[config.mk]
export PLATFORM = sky130hd
export DESIGN_NAME = reg_file_seq
export DESIGN_NICKNAME = d
export VERILOG_FILES = /design/src/rtl/reg_file_seq.sv
export SDC_FILE = /design/constraint.sdc
export NUM_CORES = 1
export LEC_CHECK = 0
export CAP_MARGIN = 20
export CORE_MARGIN = 10
export CORE_UTILIZATION = 45
export CTS_BUF_LIST = sky130_fd_sc_hd__clkbuf_16
export DETAILED_ROUTE_END_ITERATION = 16
export PLACE_DENSITY = 0.79
export SLEW_MARGIN = 20
export SYNTH_ARGS = -nofsm -noshare
export SYNTH_HDL_FRONTEND = slang
export SYNTH_SLANG_ARGS = --single-unit
[constraint.sdc]
create_clock -name clk -period 2.2 [get_ports clk]
set_input_delay 0.33 -clock clk [delete_from_list [all_inputs] [get_ports clk]]
set_output_delay 0.33 -clock clk [all_outputs]
set_load 0.01 [all_outputs]
[src/rtl/reg_file_seq.sv]
// Access sequencer that time-multiplexes one single-port register file: read rs1, read rs2, then optionally write rd.
// Optional build macro RF_ZERO_REG_EN: register 0 reads as zero and is never written.
module reg_file_seq #(
  parameter int ADDR_W = 5,
  parameter int DATA_W = 16
) (
  input  logic              clk,
  input  logic              rst,
  input  logic              req_valid,
  output logic              req_ready,
  input  logic [ADDR_W-1:0] req_rs1,
  input  logic [ADDR_W-1:0] req_rs2,
  input  logic [ADDR_W-1:0] req_rd,
  input  logic [DATA_W-1:0] req_wdata,
  input  logic              req_we,
  output logic              rsp_valid,
  input  logic              rsp_ready,
  output logic [DATA_W-1:0] rsp_op1,
  output logic [DATA_W-1:0] rsp_op2,
  output logic [ADDR_W-1:0] rf_addr,
  output logic [DATA_W-1:0] rf_wdata,
  output logic              rf_write,
  input  logic [DATA_W-1:0] rf_rdata
);

  typedef enum logic [2:0] {
    IDLE = 3'd0,
    RD1  = 3'd1,
    RD2  = 3'd2,
    WR   = 3'd3,
    RESP = 3'd4
  } state_t;

  state_t              state_r;
  state_t              state_s;
  logic [ADDR_W-1:0]   rs1_r;
  logic [ADDR_W-1:0]   rs2_r;
  logic [ADDR_W-1:0]   rd_r;
  logic [DATA_W-1:0]   wdata_r;
  logic                we_r;
  logic [DATA_W-1:0]   op1_r;
  logic [DATA_W-1:0]   op2_r;
  logic                req_ready_r;
  logic                rsp_valid_r;
  logic [ADDR_W-1:0]   rf_addr_r;
  logic [DATA_W-1:0]   rf_wdata_r;
  logic                rf_write_r;
  logic [ADDR_W-1:0]   rf_addr_s;
  logic [DATA_W-1:0]   rf_wdata_s;
  logic                rf_write_s;
  logic                write_needed_s;
  logic                rs1_zero_s;
  logic                rs2_zero_s;

  // Decide whether the captured request needs a write slot and which reads are forced to zero.
  always_comb begin
`ifdef RF_ZERO_REG_EN
    write_needed_s = we_r && (rd_r != {ADDR_W{1'b0}});
    rs1_zero_s     = (rs1_r == {ADDR_W{1'b0}});
    rs2_zero_s     = (rs2_r == {ADDR_W{1'b0}});
`else
    write_needed_s = we_r;
    rs1_zero_s     = 1'b0;
    rs2_zero_s     = 1'b0;
`endif
  end

  // Next state and the port values for the state being entered (port outputs are registered).
  always_comb begin
    state_s    = state_r;
    rf_addr_s  = {ADDR_W{1'b0}};
    rf_wdata_s = {DATA_W{1'b0}};
    rf_write_s = 1'b0;
    case (state_r)
      IDLE: begin
        if (req_valid) begin
          state_s   = RD1;
          rf_addr_s = req_rs1;
        end else begin
          state_s = IDLE;
        end
      end
      RD1: begin
        state_s   = RD2;
        rf_addr_s = rs2_r;
      end
      RD2: begin
        if (write_needed_s) begin
          state_s    = WR;
          rf_addr_s  = rd_r;
          rf_wdata_s = wdata_r;
          rf_write_s = 1'b1;
        end else begin
          state_s = RESP;
        end
      end
      WR: begin
        state_s = RESP;
      end
      RESP: begin
        if (rsp_ready) begin
          state_s = IDLE;
        end else begin
          state_s = RESP;
        end
      end
      default: begin
        state_s = IDLE;
      end
    endcase
  end

  // State register and registered control/port outputs.
  always_ff @(posedge clk or negedge rst) begin
    if (!rst) begin
      state_r     <= IDLE;
      req_ready_r <= 1'b1;
      rsp_valid_r <= 1'b0;
      rf_addr_r   <= {ADDR_W{1'b0}};
      rf_wdata_r  <= {DATA_W{1'b0}};
      rf_write_r  <= 1'b0;
    end else begin
      state_r     <= state_s;
      req_ready_r <= (state_s == IDLE);
      rsp_valid_r <= (state_s == RESP);
      rf_addr_r   <= rf_addr_s;
      rf_wdata_r  <= rf_wdata_s;
      rf_write_r  <= rf_write_s;
    end
  end

  // Request capture on the handshake edge.
  always_ff @(posedge clk or negedge rst) begin
    if (!rst) begin
      rs1_r   <= {ADDR_W{1'b0}};
      rs2_r   <= {ADDR_W{1'b0}};
      rd_r    <= {ADDR_W{1'b0}};
      wdata_r <= {DATA_W{1'b0}};
      we_r    <= 1'b0;
    end else if (state_r == IDLE && req_valid) begin
      rs1_r   <= req_rs1;
      rs2_r   <= req_rs2;
      rd_r    <= req_rd;
      wdata_r <= req_wdata;
      we_r    <= req_we;
    end
  end

  // Operand capture; rf_addr already points at the source register during RD1/RD2.
  always_ff @(posedge clk or negedge rst) begin
    if (!rst) begin
      op1_r <= {DATA_W{1'b0}};
      op2_r <= {DATA_W{1'b0}};
    end else if (state_r == RD1) begin
      op1_r <= rs1_zero_s ? {DATA_W{1'b0}} : rf_rdata;
    end else if (state_r == RD2) begin
      op2_r <= rs2_zero_s ? {DATA_W{1'b0}} : rf_rdata;
    end
  end

  assign req_ready = req_ready_r;
  assign rsp_valid = rsp_valid_r;
  assign rsp_op1   = op1_r;
  assign rsp_op2   = op2_r;
  assign rf_addr   = rf_addr_r;
  assign rf_wdata  = rf_wdata_r;
  assign rf_write  = rf_write_r;

endmodule

# After elaboration in Yosys (flattened, before gate mapping)
# Cells that the tools add are included.
word_totals:
  ff_bits: 86
  input_bits: 52
  wordCells: 33
classes:
  n_eq_ne: 5
  mux: 11
  bitwise: 1
  reduce_logical: 4
op_table:
  columns: ["op", "count"]
  rows:
  - ["2-to-1 mux 16 bit", 2]
  - ["one-hot mux 3 bit (5 select lines)", 1]
  - ["one-hot mux 5 bit (3 select lines)", 1]
  - ["2-to-1 mux 5 bit", 2]
  - ["equality test 3 x 2 -> 1 bit, second input constant", 2]
  - ["equality test 3 bit, second input constant", 2]
  - ["logical NOT 3 bit", 2]
  - ["2-to-1 mux 3 bit", 2]
  - ["equality test 3 x 1 -> 1 bit, second input constant", 1]
  - ["2-to-1 mux 1 bit", 3]
  - ["AND reduction 2 bit", 1]
  - ["logical AND 1 bit", 1]
  - ["NOT 1 bit", 1]

# Longest topological paths before layout
# Gate-level depths: netlist (run 1).
logic_depth:
  ltp_word: 3
  depth_mapped: 5
  mapped_depth_nobuf: 3

# Worst setup path after synthesis (run 1)
# No wires, ideal clock.
synth_path:
  path_kind: "register -> register"
  startpoint: "register state_r[2]"
  endpoint: "register rd_r[0]"
  setup_ps: 125
  t_arrival_ps: 1431
  slack_ps: 644
  stages_incl_launch_ff: 5
  path_buffers: 2
  period_less_slack_ps: 1556
  cell_sequence: "dfrtp_1 buf_6 nor4b_4 buf_6 mux2_2"
synth_between:
  elab_chain_cells: 2
synth_rtl:
  columns: ["element", "line", "source"]
  rows:
  - ["start, declared", "34", "state_t state_r;"]
  - ["start signal, assigned", "123", "state_r <= state_s;"]
  - ["logical NOT 3 bit", "140", "end else if (state_r == IDLE && req_valid) begin"]
  - ["logical AND 1 bit", "140", null]
  - ["end signal, assigned", "137", "rd_r <= {ADDR_W{1'b0}};"]
  - ["end signal, assigned", "143", "rd_r <= req_rd;"]
  - ["end, declared", "38", "logic [ADDR_W-1:0] rd_r;"]
# No other way between the ends.
# A chain may end at the register's enable or synchronous reset.

# Final worst setup path (run 1)
layout_path:
  startpoint: "register req_ready_r (netlist: req_ready)"
  endpoint: "output req_ready"
layout_lines:
  columns: ["element", "line", "source"]
  rows:
  - ["start, declared", "43", "logic req_ready_r;"]
  - ["start signal, assigned", "124", "req_ready_r <= (state_s == IDLE);"]
  - ["end, declared", "10", "output logic req_ready,"]
# No word-level cell between the ends.

==> results by group, run 1 <==
Run status
  • Status: finished, final reports clean

Place
  • Placed cell count: 392
  • Hpwl dp: 5230 um
  • GP Congestion: 0.692
  • PortBufs: 107
  • DP Area: 4430 um^2

Yosys
  • Compound-Gate Fraction of Synth Area: 1.96%
  • Post-synthesis xor/xnor area fraction: 0%
  • YS warnings: 0
  • Mux cell area share after synthesis: 21.6%
  • Syn avg cell area: 16.9 um^2
  • Unique masters post-synth: 23
  • Register area share after synthesis: 66.2%
  • Post-Syn Area: 3250 um^2
  • Main combinational cell family by area after synthesis: multiplexers
  • Syn Inst Count: 192
  • Post-Synth Simple-Gate Area: 6.77%
  • Net Count, Synth: 244
  • Flops & latches, synth: 86
  • Post-Synth Adder-Cell Area: 0%

CTS
  • Root buffer cell: clkbuf_16
  • Worst-path clk slew: 0.06 ns
  • CTS tree: yes
  • H-tree Lvls: 3
  • Post-cts sizing count: 0
  • Clock Tree Buf Depth: 2
  • Worst skew pair latency: 0.33 ns
  • Clock sinks: 86
  • Postcts setup bufs: 0
  • CTS buffer count: 9

Pwr
  • Pwr Density: 1420 nW/um^2
  • Pleak: 2.05 nW
  • Max VDD drop: 0.682 mV

Final layout
  • Finished Core Util: 68.4%
  • P&R area growth vs syn: 45.1%
  • Most frequent cells in the layout: 106 x clkdlybuf4s50_1, 85 x dfrtp_1, 43 x mux2_2, 16 x and2_1, 10 x mux2_4
  • Multi-input logic area: 986 um^2
  • Commonest non-fill, non-tap cell in the layout: clkdlybuf4s50_1
  • Post-layout nets: 360
  • Finished Layout Cells: 408
  • Post-Layout Inst Area: 4720 um^2
  • Layout cell share with drive strength beyond 1: 25.6%
  • Fillers: 524
  • Register Area: 2150 um^2
  • Antenna cells: 0

Setup path
  • Bufs and invs on worst path: 1
  • Worst r2r path cells: 3
  • Critical Path Max Stage Delay: 0.56 ns
  • Origin of the worst setup path: req_ready
  • WP data required: 1.87 ns
  • R2R Path Start: state_r[0]
  • Worst EP arrival: 1.40 ns
  • Reg2Reg Setup Slack: 0.54 ns
  • CP top delay family: buffers and inverters
  • Critical Path Source Type: register
  • Reg2reg end: rsp_op1[10]
  • Crit path kind: reg -> out
  • Crit-path slowest cell: clkdlybuf4s50_1
  • Crit path cell chain: clkdlybuf4s50_1
  • Critical Path End Type: primary output
  • Worst Path Max Fanout: 1

GRT
  • GR Layer Usage met3: 4.85%
  • Vias in the first global route: 2220
  • Largest net degree at the start of global routing: 37
  • M2 GR Usage: 21.0%
  • GRT busiest layer: met2
  • Initial antenna violation count: 0
  • Met1 Usage GRT: 15.9%
  • First-pass GRT wire length: 11700 um
  • Total gr overflow: 0
  • GRT Total Usage: 13.3%

Timing
  • Setup TNS: 0 ns
  • Upper clock frequency limit: 579 MHz
  • Fin crit period: 1.73 ns
  • Final hold vios: 0
  • Final Setup Violations: 0
  • WHS: 0.460 ns
  • Measured slew at the worst slew-check pin: 0.392 ns
  • Max-slew violations: 0
  • Slew HR: 73.8%
  • RSZ-0062 raised after global routing: false
  • Final Cycle Share: 78.5%
  • Skew final: 0.00405 ns

Hold path
  • Worst min path class: in -> async

Job
  • Max-cap violations: 0

Drt
  • Drt first pass iters: 4
  • Post-route ant nets: 0
  • Starting DRC count in detailed routing: 59
  • DR vias: 1988
  • Post-DR wirelength/cell: 17.7 um
  • DRC: 0
  • Total wire length: 7210 um
  • DR vias/cell: 4.87

Floorplanning
  • Initial Utilization: 47.1%
  • I/O Pins: 108
  • Die Width: 105 um
  • DIE HEIGHT: 105 um
  • Rows: 30
  • Core ar.: 6910 um^2
  • Die ar.: 11000 um^2
## layout make-up
class | instances | area share (%)
multi-input combinational | 92 | 20.9
clock inverter | 6 | 1.19
timing repair buffer | 114 | 24.6
clock buffer | 9 | 4.77
sequential | 86 | 45.6
inverter | 5 | 0.398
tap | 96 | 2.54
## how the worst max path moves through the flow
stage,endpoint,slack (ns),cells after the start
floorplan,rd_r[0],0.64,4
global placement,wdata_r[7],0.45,4
detailed placement,wdata_r[11],0.43,4
CTS,req_ready,0.47,1
global route,req_ready,0.43,1
finish,req_ready,0.47,1
## per-layer routing
| metal | part of all wire (%) | up-vias |
|---|---|---|
| li1 | - | 908 |
| met1 | 43 | 1000 |
| met2 | 48 | 72 |
| met3 | 7.4 | 8 |
| met4 | 1.5 | 0 |
| met5 | 0 | - |
## repair_timing
item	4_1_cts	5_1_grt
hold buffers	1	0
endpoints found under the hold margin	25	0
setup endpoints to repair	0	0
## flip-flops by register name, summed over array words and instances (netlist names)
signal,cells
wdata_r,16
rf_write,1
we_r,1
rf_addr,5
rsp_op1,16
rsp_valid,1
req_ready,1
rf_wdata,16
state_r,3
rd_r,5
rsp_op2,16
rs2_r,5
## synthesized netlist by cell type
cell type | n | area [um^2]
nor3_1 | 1 | 5.00
or2b_1 | 1 | 7.51
inv_1 | 5 | 18.8
and4bb_4 | 1 | 16.3
o21ai_0 | 1 | 5.00
buf_12 | 1 | 20.0
a222oi_1 | 5 | 50.1
dfstp_2 | 1 | 26.3
or2_1 | 1 | 6.26
o21ai_2 | 1 | 8.76
mux2_2 | 43 | 484
nor3b_4 | 2 | 37.5
mux2_1 | 6 | 67.6
or2_2 | 1 | 6.26
buf_6 | 5 | 56.3
buf_4 | 2 | 15.0
nor4b_4 | 1 | 23.8
or4b_2 | 1 | 10.0
dfrtp_1 | 85 | 2130
buf_2 | 1 | 5.00
mux2_4 | 10 | 150
and2_1 | 16 | 100
and2b_1 | 1 | 7.51
## power by group
group / internal [mW] / total, mW / switching, mW
clock: 0.860 / 1.43 / 0.570
sequential: 2.29 / 2.64 / 0.355
combinational: 1.66 / 2.62 / 0.953
total: 4.81 / 6.69 / 1.88
## cells by family after synthesis
| group | Yosys count |
|---|---|
| flip-flops | 86 |
| multiplexers | 59 |
| buffers and inverters | 14 |
| AO/OA/AOI/OAI | 7 |
| AND/OR/NAND/NOR | 26 |
## stage by stage
| stage | setup slack, ns | total power, mW |
|---|---|---|
| 2_1_floorplan | 0.644 | 4.13 |
| 3_3_place_gp | 0.451 | 5.25 |
| 3_5_place_dp | 0.431 | 5.33 |
| 4_1_cts | 0.469 | 6.78 |
| 5_1_grt | 0.431 | 7.09 |
| 6_report | 0.472 | 6.69 |
Power figures use the tool's default switching activity.
==> inputs of run 2 (changes only) <==
Clock period 2.2 ns to 1.7 ns, I/O delays scaled along.
==> results by group, run 2 (same netlist as run 1, synthesis figures left out) <==
Floorplanning
  • DIE HEIGHT: 105 um
  • Initial Utilization: 47.1%
  • Die ar.: 11000 um^2
  • I/O Pins: 108
  • Core ar.: 6910 um^2
  • Rows: 30
  • Die Width: 105 um

Setup path
  • Worst Path Max Fanout: 1
  • Crit path cell chain: clkdlybuf4s50_1
  • R2R Path Start: state_r[2]
  • Critical Path Source Type: register
  • Critical Path Max Stage Delay: 0.55 ns
  • Origin of the worst setup path: req_ready
  • Bufs and invs on worst path: 1
  • CP top delay family: buffers and inverters
  • Critical Path End Type: primary output
  • Worst EP arrival: 1.39 ns
  • Crit path kind: reg -> out
  • Crit-path slowest cell: clkdlybuf4s50_1
  • WP data required: 1.44 ns

CTS
  • Clock sinks: 86
  • Postcts setup bufs: 0
  • Root buffer cell: clkbuf_16
  • H-tree Lvls: 3
  • CTS tree: yes
  • Clock Tree Buf Depth: 2
  • Worst skew pair latency: 0.33 ns
  • CTS buffer count: 9
  • Worst-path clk slew: 0.06 ns

Final layout
  • P&R area growth vs syn: 45.7%
  • Finished Layout Cells: 411
  • Commonest non-fill, non-tap cell in the layout: clkdlybuf4s50_1
  • Post-layout nets: 363
  • Layout cell share with drive strength beyond 1: 26.7%
  • Fillers: 518
  • Antenna cells: 0
  • Most frequent cells in the layout: 106 x clkdlybuf4s50_1, 85 x dfrtp_1, 43 x mux2_2, 16 x and2_1, 10 x mux2_4

Timing
  • RSZ-0062 raised after global routing: false
  • Max-slew violations: 0
  • Measured slew at the worst slew-check pin: 0.340 ns
  • Slew HR: 77.3%
  • WHS: 0.355 ns
  • Final WS setup: 0.0515 ns
  • Final Setup Violations: 0
  • Final hold vios: 0
  • Setup TNS: 0 ns
  • Upper clock frequency limit: 607 MHz
  • Fin crit period: 1.65 ns
  • Final Cycle Share: 97.0%
  • Skew final: 0.00695 ns

GRT
  • Initial antenna violation count: 0
  • GRT Total Usage: 13.7%
  • First-pass GRT wire length: 12000 um
  • Largest net degree at the start of global routing: 36
  • Total gr overflow: 0
  • Vias in the first global route: 2225

Hold path
  • Worst min path class: in -> async

Pwr
  • Pleak: 2.07 nW
  • Pwr Density: 1830 nW/um^2
  • Total power: 8.70 mW
  • Max VDD drop: 0.645 mV

Drt
  • DRC: 0
  • Drt first pass iters: 4
  • Post-DR wirelength/cell: 17.5 um
  • Post-route ant nets: 0
  • Total wire length: 7200 um
  • Starting DRC count in detailed routing: 59
  • DR vias/cell: 4.82
  • DR vias: 1983

Job
  • Max-cap violations: 0

Place
  • Worst slack, placed: -0.00832 ns
  • GP Congestion: 0.701
  • Hpwl dp: 5360 um
  • Placed cell count: 395
  • PortBufs: 107

Run status
  • Status: finished, final reports clean
==> run 2: final cells by class <==
class / count / area, um^2 / share of cell area, %
inverters: 5 / 18.8 / 0.396
multi-input cells: 92 / 986 / 20.8
clock buffers: 9 / 225 / 4.75
clock inverters: 6 / 55.1 / 1.16
well taps: 96 / 120 / 2.53
repair buffers: 117 / 1180 / 25.0
flip-flops and latches: 86 / 2150 / 45.4
==> run 2: final timing paths <==
kind / to / slack (ns) / depth (start not counted)
max: req_ready / 0.05 / 1
min: rsp_op1[6] / 0.35 / 2
max reg2reg: rs2_r[1] / 0.11 / 3
min reg2reg: rf_wdata[1] / 0.48 / 1
max in group asynchronous: rs2_r[1] / 0.82 / 3
min in group clk: rf_wdata[1] / 0.48 / 1
==> run 2: routing by layer <==
layer	wire (um)	up-vias	part of all wire [%]	track usage, %
met2	3470	79	48	21.8
met1	3060	987	42	15.9
met4	63	0	0.88	4.12
li1	-	910	-	-
met3	603	7	8.4	6.88
met5	0	-	0	0
==> run 2: repair_timing <==
item / CTS / global route
gates resized for setup: 0 / 0
hold buffers: 1 / 0
setup endpoints to repair: 0 / 0
hold endpoints to repair: 14 / 0
==> run 2: per-stage QoR <==
step                      cell area, um^2  util, %
after CTS                            4740     68.7
after detailed placement             4450     64.5
after global placement               4450     64.5
final                                4740     68.7
after global routing                 4740     68.7
after floorplan                      3250        -
==> run 2: where the power goes <==
part	switching [mW]	internal [mW]	leakage, nW
combinational	1.24	2.18	0.873
clock	0.731	1.11	0.140
sequential	0.479	2.96	1.06
total	2.45	6.25	2.07
==> inputs of run 3 (changes only) <==
Settings changed: DONT_BUFFER_PORTS set to 1, PLACE_DENSITY 0.79 to not set.
==> results by group, run 3 (same netlist as run 1, synthesis figures left out) <==
Drt
  • Top sig layer: met4
  • Met3 Routed Length: 807 um
  • DRC: 0
  • DR vias: 1538
  • Drt first pass iters: 5
  • Post-route ant nets: 0
  • Post-DR wirelength/cell: 21.7 um
  • Met2 wirelength from detailed routing: 3260 um
  • Total wire length: 6520 um
  • Met1 WL: 2350 um
  • DR vias/cell: 5.13
  • Starting DRC count in detailed routing: 51

Final layout
  • Fillers: 578
  • Antenna cells: 0
  • Layout cell share with drive strength beyond 1: 40.2%
  • Finished Core Util: 52.9%
  • Most frequent cells in the layout: 85 x dfrtp_1, 43 x mux2_2, 16 x and2_1, 10 x mux2_4, 9 x clkbuf_16
  • Commonest non-fill, non-tap cell in the layout: dfrtp_1
  • P&R area growth vs syn: 12.3%
  • Post-Layout Inst Area: 3650 um^2
  • Finished Layout Cells: 300
  • Post-layout nets: 251

CTS
  • Post-cts sizing count: 0
  • Clock sinks: 86
  • Worst skew pair latency: 0.33 ns
  • H-tree Lvls: 3
  • Root buffer cell: clkbuf_16
  • CTS tree: yes
  • Worst-path clk slew: 0.06 ns
  • CTS buffer count: 9
  • Clock Tree Buf Depth: 2

Setup path
  • WP data required: 1.91 ns
  • Worst EP arrival: 1.81 ns
  • Worst Path Max Fanout: 33
  • Critical Path End Type: register
  • Critical Path Source Type: register
  • Crit path kind: reg -> reg

Floorplanning
  • Rows: 30
  • Die Width: 105 um
  • DIE HEIGHT: 105 um
  • I/O Pins: 108
  • Initial Utilization: 47.1%
  • Die ar.: 11000 um^2
  • Core ar.: 6910 um^2

Pwr
  • Total power: 7.70 mW
  • Pleak: 1.64 nW
  • Pwr Density: 2110 nW/um^2
  • Max VDD drop: 0.844 mV

GRT
  • Largest net degree at the start of global routing: 87
  • Vias in the first global route: 1722
  • Initial antenna violation count: 0
  • GRT Total Usage: 12.0%
  • Total gr overflow: 0
  • First-pass GRT wire length: 10200 um

Timing
  • RSZ-0062 raised after global routing: false
  • Setup TNS: 0 ns
  • Upper clock frequency limit: 623 MHz
  • Skew final: 0.00708 ns
  • WHS: -0.381 ns
  • Final hold vios: 86
  • Max-slew violations: 0
  • Final Cycle Share: 94.4%
  • Slew HR: 77.2%
  • Final Setup Violations: 0
  • Measured slew at the worst slew-check pin: 0.342 ns
  • Fin crit period: 1.61 ns

Place
  • Placed cell count: 284
  • GP Congestion: 0.712
  • Hpwl dp: 4780 um
  • PortBufs: 0
  • DP Area: 3340 um^2

Job
  • Max-cap violations: 0

Run status
  • Violated checks: hold timing
  • Status: finished with violations

Hold path
  • Worst min path class: in -> async
[run 3: cell types whose count changed in the layout (fill, tap and decap cells not counted), moves of 2 or more]
cell and delta:
buf_4 -4, clkdlybuf4s50_1 -106, clkinv_2 -2, inv_8 +3
[run 3: stage by stage]
stage / worst slack (ns) / hold WS, ns
finish: 0.0944 / -0.381
floorplan: 0.144 / -0.0406
global route: 0.0233 / -0.404
global placement: 0.161 / -0.0377
detailed placement: 0.110 / -0.0379
CTS: 0.0803 / -0.394
[run 3: area by class of cell]
class | count | area (um^2) | area share (%)
multi-input cells | 92 | 986 | 27.0
well taps | 96 | 120 | 3.29
clock inverters | 7 | 88.8 | 2.43
clock buffers | 9 | 225 | 6.16
flip-flops and latches | 86 | 2150 | 58.9
repair buffers | 5 | 62.6 | 1.71
inverters | 5 | 18.8 | 0.514
[run 3: path summary, 6_finish.rpt]
check | endpoint | startpoint | slack [ns] | depth (start not counted)
setup / recovery | wdata_r[5] | state_r[2] | 0.09 | 3
hold / removal | rsp_op1[8] | rst | -0.38 | 0
setup reg to reg | wdata_r[5] | state_r[2] | 0.09 | 3
hold reg to reg | rf_wdata[13] | wdata_r[13] | 0.48 | 1
max in group asynchronous | req_ready | rst | 1.90 | 0
min in group clk | rs2_r[0] | req_rs2[0] | 0.05 | 1
[run 3: critical path, stage by stage (launching register included)]
cell	delay (ns)
dfrtp_1	0.50
nor4b_4	0.37
buf_12	0.25
mux2_2	0.36
[run 3: routing by layer]
| layer | global-route usage (%) | up-vias |
|---|---|---|
| met5 | 0 | - |
| met4 | 5.29 | 0 |
| met3 | 6.94 | 6 |
| met2 | 19.6 | 70 |
| met1 | 12.3 | 779 |
| li1 | - | 683 |
[run 3: repair_timing]
action	4_1_cts	5_1_grt
endpoints found under the hold margin	86	86
endpoints found under the setup margin	0	0
buffers inserted	0	0
[run 3: where the power goes]
part / leakage, nW / internal, mW / total (mW) / switching [mW]
sequential: 1.06 / 2.96 / 3.83 / 0.868
clock: 0.152 / 1.18 / 2.00 / 0.820
combinational: 0.436 / 1.20 / 1.87 / 0.674
total: 1.64 / 5.34 / 7.70 / 2.36
